==> src/rtl/fetch_pkg.sv <==
// Shared types and constants for the instruction-fetch stage and the
// pipeline registers that consume its outputs.
package fetch_pkg;

  typedef logic [31:0] word_t;

  typedef enum logic [1:0] {
    REQ  = 2'd0,
    HOLD = 2'd1,
    DROP = 2'd2
  } fetch_state_t;

  localparam word_t DEF_NOP      = 32'h0000_0000;
  localparam word_t DEF_RESET_PC = 32'h0000_0000;

endpackage

==> src/rtl/if_fetch_unit.sv <==
// IF stage: owns the PC, issues req/ack fetches, holds a word across IF/ID
// stalls and swallows in-flight responses that a redirect made stale.
import fetch_pkg::*;

module if_fetch_unit #(
  parameter word_t RESET_PC = DEF_RESET_PC,
  parameter word_t NOP      = DEF_NOP
) (
  input  logic        clk,
  input  logic        rst,
  input  logic        ifIdWr,
  input  logic        pcSrc,
  input  logic [31:0] branchTarget,
  output logic        imemReq,
  output logic [31:0] imemAddr,
  input  logic        imemAck,
  input  logic [31:0] imemData,
  output logic [31:0] pcPlus4,
  output logic [31:0] instruction,
  output logic        fetchValid
);

  fetch_state_t r_state, w_nextState;
  word_t        r_pc, r_dropAddr, r_holdInstr, r_holdPc;
  word_t        w_nextPc, w_nextDrop, w_nextHoldInstr, w_nextHoldPc;
  word_t        w_target;

  assign w_target = branchTarget & ~32'h3;

  always_ff @(posedge clk) begin
    if (rst) begin
      r_state     <= REQ;
      r_pc        <= RESET_PC;
      r_dropAddr  <= RESET_PC;
      r_holdInstr <= NOP;
      r_holdPc    <= RESET_PC;
    end else begin
      r_state     <= w_nextState;
      r_pc        <= w_nextPc;
      r_dropAddr  <= w_nextDrop;
      r_holdInstr <= w_nextHoldInstr;
      r_holdPc    <= w_nextHoldPc;
    end
  end

  always_comb begin
    w_nextState     = r_state;
    w_nextPc        = r_pc;
    w_nextDrop      = r_dropAddr;
    w_nextHoldInstr = r_holdInstr;
    w_nextHoldPc    = r_holdPc;
    imemReq         = 1'b0;
    imemAddr        = r_pc;
    fetchValid      = 1'b0;
    instruction     = NOP;
    pcPlus4         = r_pc + 32'd4;

    case (r_state)
      REQ: begin
        imemReq = 1'b1;
        if (imemAck && !pcSrc) begin
          fetchValid  = 1'b1;
          instruction = imemData;
        end
        if (pcSrc) begin
          w_nextPc = w_target;
          if (!imemAck) begin
            w_nextDrop  = r_pc;
            w_nextState = DROP;
          end
        end else if (imemAck) begin
          w_nextPc = r_pc + 32'd4;
          if (!ifIdWr) begin
            w_nextHoldInstr = imemData;
            w_nextHoldPc    = r_pc;
            w_nextState     = HOLD;
          end
        end
      end

      HOLD: begin
        fetchValid  = 1'b1;
        instruction = r_holdInstr;
        pcPlus4     = r_holdPc + 32'd4;
        if (pcSrc) begin
          w_nextPc    = w_target;
          w_nextState = REQ;
        end else if (ifIdWr) begin
          w_nextState = REQ;
        end
      end

      DROP: begin
        // The stale address stays on the bus until its response arrives.
        imemReq  = 1'b1;
        imemAddr = r_dropAddr;
        if (pcSrc) w_nextPc = w_target;
        if (imemAck) w_nextState = REQ;
      end

      default: w_nextState = REQ;
    endcase

    if (rst) begin
      imemReq     = 1'b0;
      fetchValid  = 1'b0;
      instruction = NOP;
      pcPlus4     = RESET_PC + 32'd4;
    end
  end

endmodule

==> config.mk <==
export PLATFORM = sky130hd
export DESIGN_NAME = if_fetch_unit
export DESIGN_NICKNAME = d
export VERILOG_FILES = /design/src/rtl/fetch_pkg.sv /design/src/rtl/if_fetch_unit.sv
export SDC_FILE = /design/constraint.sdc
export NUM_CORES = 1
export LEC_CHECK = 0
export ABC_AREA = 1
export BUFFER_PORTS_ARGS = -buffer_cell sky130_fd_sc_hd__clkbuf_2
export CORE_MARGIN = 10
export CORE_UTILIZATION = 59
export DETAILED_ROUTE_END_ITERATION = 8
export PLACE_DENSITY = 0.93
export SLEW_MARGIN = 0
export SYNTH_ARGS = -nofsm -noshare
export SYNTH_HDL_FRONTEND = slang
export SYNTH_SLANG_ARGS = --single-unit
==> constraint.sdc <==
create_clock -name clk -period 3.2 [get_ports clk]
set_input_delay 0.96 -clock clk [delete_from_list [all_inputs] [get_ports clk]]
set_output_delay 0.96 -clock clk [all_outputs]
set_load 0.01 [all_outputs]
==> results.yml <==
yosys:
  yosysTopAreaCellShare: 0.3379
  synth_area_leader_cell: "dfxtp_1"
  synth_compound_area_frac: 0.2129
  synth.most_common_cell: "nand2_1"
  async_flop_share: 0
  synth_seq_cells: 124
  synth_edf_count: 0
  synthMuxAreaShare: 0
  synth_xor_area_frac: 0.03457
  synthAdderAreaFrac: 0.008515
  yosysWarnings: 0
  synth_top_family_by_area: "simple AND/OR/NAND/NOR gates"
  synth_area_per_cell_sq_um: 6.057
  yosys-top-cells-area: "dfxtp_1 (34%), nand2_1 (20%), a21oi_1 (12%), o21ai_0 (8.7%), nor2_1 (8.3%)"
  synthTopCellsByCount: "nand2_1 (391), a21oi_1 (173), nor2_1 (162)"
  yosysSeqAreaShare: 0.3379
  yosysUniqueCellTypes: 29
  syn-cell-area_sq_um: 7347
  yosys_most_used_dff: "dfxtp_1"
  synthSimpleGateAreaFrac: 0.3283
  syn_inst: 1213
place:
  dp_hpwl_um: 17520
  gp_congestion: 0.9828
  place_area_sq_um: 8223
  pre_cts_ws_ps: 228.7
  dp_cells: 1482
  port_buffers: 160
worst_setup_path:
  crit_family: "flip-flops"
  cp_cell_sequence: "nand2_2 -> nor2_4 -> nand2_4 -> buf_4 -> xor2_1 -> o21ai_0 -> a21oi_1 -> clkbuf_2"
  critPathArrivalTime_ps: 2310
  crit_path_end_kind: "output port"
  start_kind: "register"
  worst_path_max_delay_cell: "dfxtp_1"
  cp_max_fo: 5
  worstPathRequired_ps: 2240
  path_class: "register to output port"
  critical-path-max-stage-delay_ps: 450
  cp.buffers_inverters: 2
final_layout:
  drive_above_1_share: 0.2152
  fin_util: 0.7524
  syn_to_final_growth_pct: 24.03
  diodes: 0
  fill_cells: 919
  final_cells: 1525
  nets: 1421
  fin_area_sq_um: 9112
sta:
  hold_violations: 0
  setup_viol: 2
  slew_headroom: 0.4156
  fmax_mhz: 305.6
  fin_tns_setup_ps: -104.2
  fin_crit_sh: 1.022
  rsz0062_at_grt: "true"
  fin_crit_ps: 3272
  holdWs_ps: 459.6
  slew_viol_final: 0
  skew_ps: 9.647
  worstMarginPinSlew_ps: 875.7
  worst_slack_ps: -71.98
detailed_routing:
  wirelength_um: 25090
  via_per_inst: 5.720
  drc_errors: 0
  post_drt_wl_per_cell_um: 16.45
  firstDrtPassIters: 8
  detail-route-antenna-nets: 0
  num_vias: 8723
  drtIter0Drc: 1296
run_status:
  violations: "setup timing"
  status: "finished, violations left"
clocking:
  clkTransAtPathRegs_ps: 50
  clock_path_buffers: 2
  cts_tree: "built"
  numCtsBuffers: 17
  clock-root-buffer: "clkbuf_16"
  holdBufCountCts: 0
  cts_sinks: 124
  clk_latency_ps: 430
  htree_levels: 4
global_route:
  grt_first_pass_wirelength_um: 39020
  overflow: 0
  use_met2: 0.4343
  groute.layer.met3.usage: 0.07813
  grt_use_met1: 0.3250
  grt_antenna_before_repair: 0
  grt_max_degree: 75
  grtUsageTotal: 0.2684
  grt_busiest_layer: "met2"
  grt_pass1_vias: 8088
floorplanning:
  dieArea_sq_um: 17320
  fp.dieH_um: 131.6
  num_rows: 40
  coreArea_sq_um: 12110
  initial_core_util: 0.6066
  die_w_um: 131.6
  io_pins: 167
pwr:
  p_per_area_nw_per_um2: 569.9
  leakage_nw: 3.890
  fin_total_pwr_mw: 5.193
  ir_drop_mv: 0.4216
min_path:
  hold_class: "register to register"
run:
  maxCapViolCount: 0
-- logic make-up (layout without fill, tap and decap cells) --
family,Yosys count,after routing
and+or+nand+nor,606,606
DFF,124,124
xor gates and xnor gates,29,29
buffers and inverters,138,279
adders and majority gates,5,5
other,1,4
AOI/OAI and AO/OA,310,310
-- worst min-delay path, stage by stage (launching register included) --
cell     delay [ps]
dfxtp_1         310
nand2_1          60
a21oi_1          50
-- layout by cell type (no fill, tap or decap), types with 3 or more instances in the layout --
cell	instances
dfxtp_4	3
xor2_2	5
buf_4	29
conb_1	4
dfxtp_2	9
clkinv_2	3
nor2_4	14
nor2_2	14
o21ai_0	127
xnor2_1	5
clkbuf_2	154
clkbuf_8	3
nor2_1	147
nand2_2	8
buf_2	6
ha_1	3
clkinvlp_4	3
a21oi_1	171
nand2_4	3
nand2_1	382
nand3b_1	7
o21ai_1	3
inv_2	5
xor2_1	18
dfxtp_1	112
inv_1	50
nand3_1	24
clkbuf_16	17
buf_12	5
-- worst paths after layout --
kind                                startpoint                           end  cells past startpoint  slack [ps]
setup / recovery          r_pc[4]$_SDFFE_PP0P_                    pcPlus4[9]                      8         -70
hold / removal    r_holdInstr[22]$_SDFFE_PP0P_  r_holdInstr[22]$_SDFFE_PP0P_                      2         460
setup reg to reg       r_state[0]$_SDFFE_PP0P_          r_pc[5]$_SDFFE_PP0P_                      7        1040
hold reg to reg   r_holdInstr[22]$_SDFFE_PP0P_  r_holdInstr[22]$_SDFFE_PP0P_                      2         460
-- flip-flops by register name (all words and copies together) (netlist names) --
| name | flops |
|---|---|
| r_dropAddr | 30 |
| r_holdInstr | 32 |
| r_holdPc | 30 |
| r_pc | 30 |
| r_state | 2 |
-- area by class of cell --
cell class	instances	area, sq um	area share
sequential	124	2505	0.2749
clock buffer	22	474.2	0.05204
inverter	55	206.4	0.02266
clock inverter	7	67.56	0.007415
multi-input combinational	954	4519	0.4959
tap	168	210.2	0.02307
timing repair buffer	195	1130	0.1240
-- per-layer routing --
layer	up-vias	routed length, um
met2	541	11600
met4	0	858
li1	4164	-
met5	-	0
met3	80	2675
met1	3938	9958
-- report_power, final --
part	switching, mW	internal [mW]	total (mW)
logic	0.959	0.493	1.45
registers	0.212	1.73	1.94
clock network	0.690	1.11	1.80
total	1.86	3.33	5.19
-- timing repair --
action                                  in CTS  in global routing
endpoints found under the hold margin        0                  0
resized for setup                           13                 58
setup buffers                                2                 12
endpoints found under the setup margin      10                 21
pin swaps                                    3                 22
gates cloned                                 0                  0
Note: power is estimated with default switching activity, not from simulation.
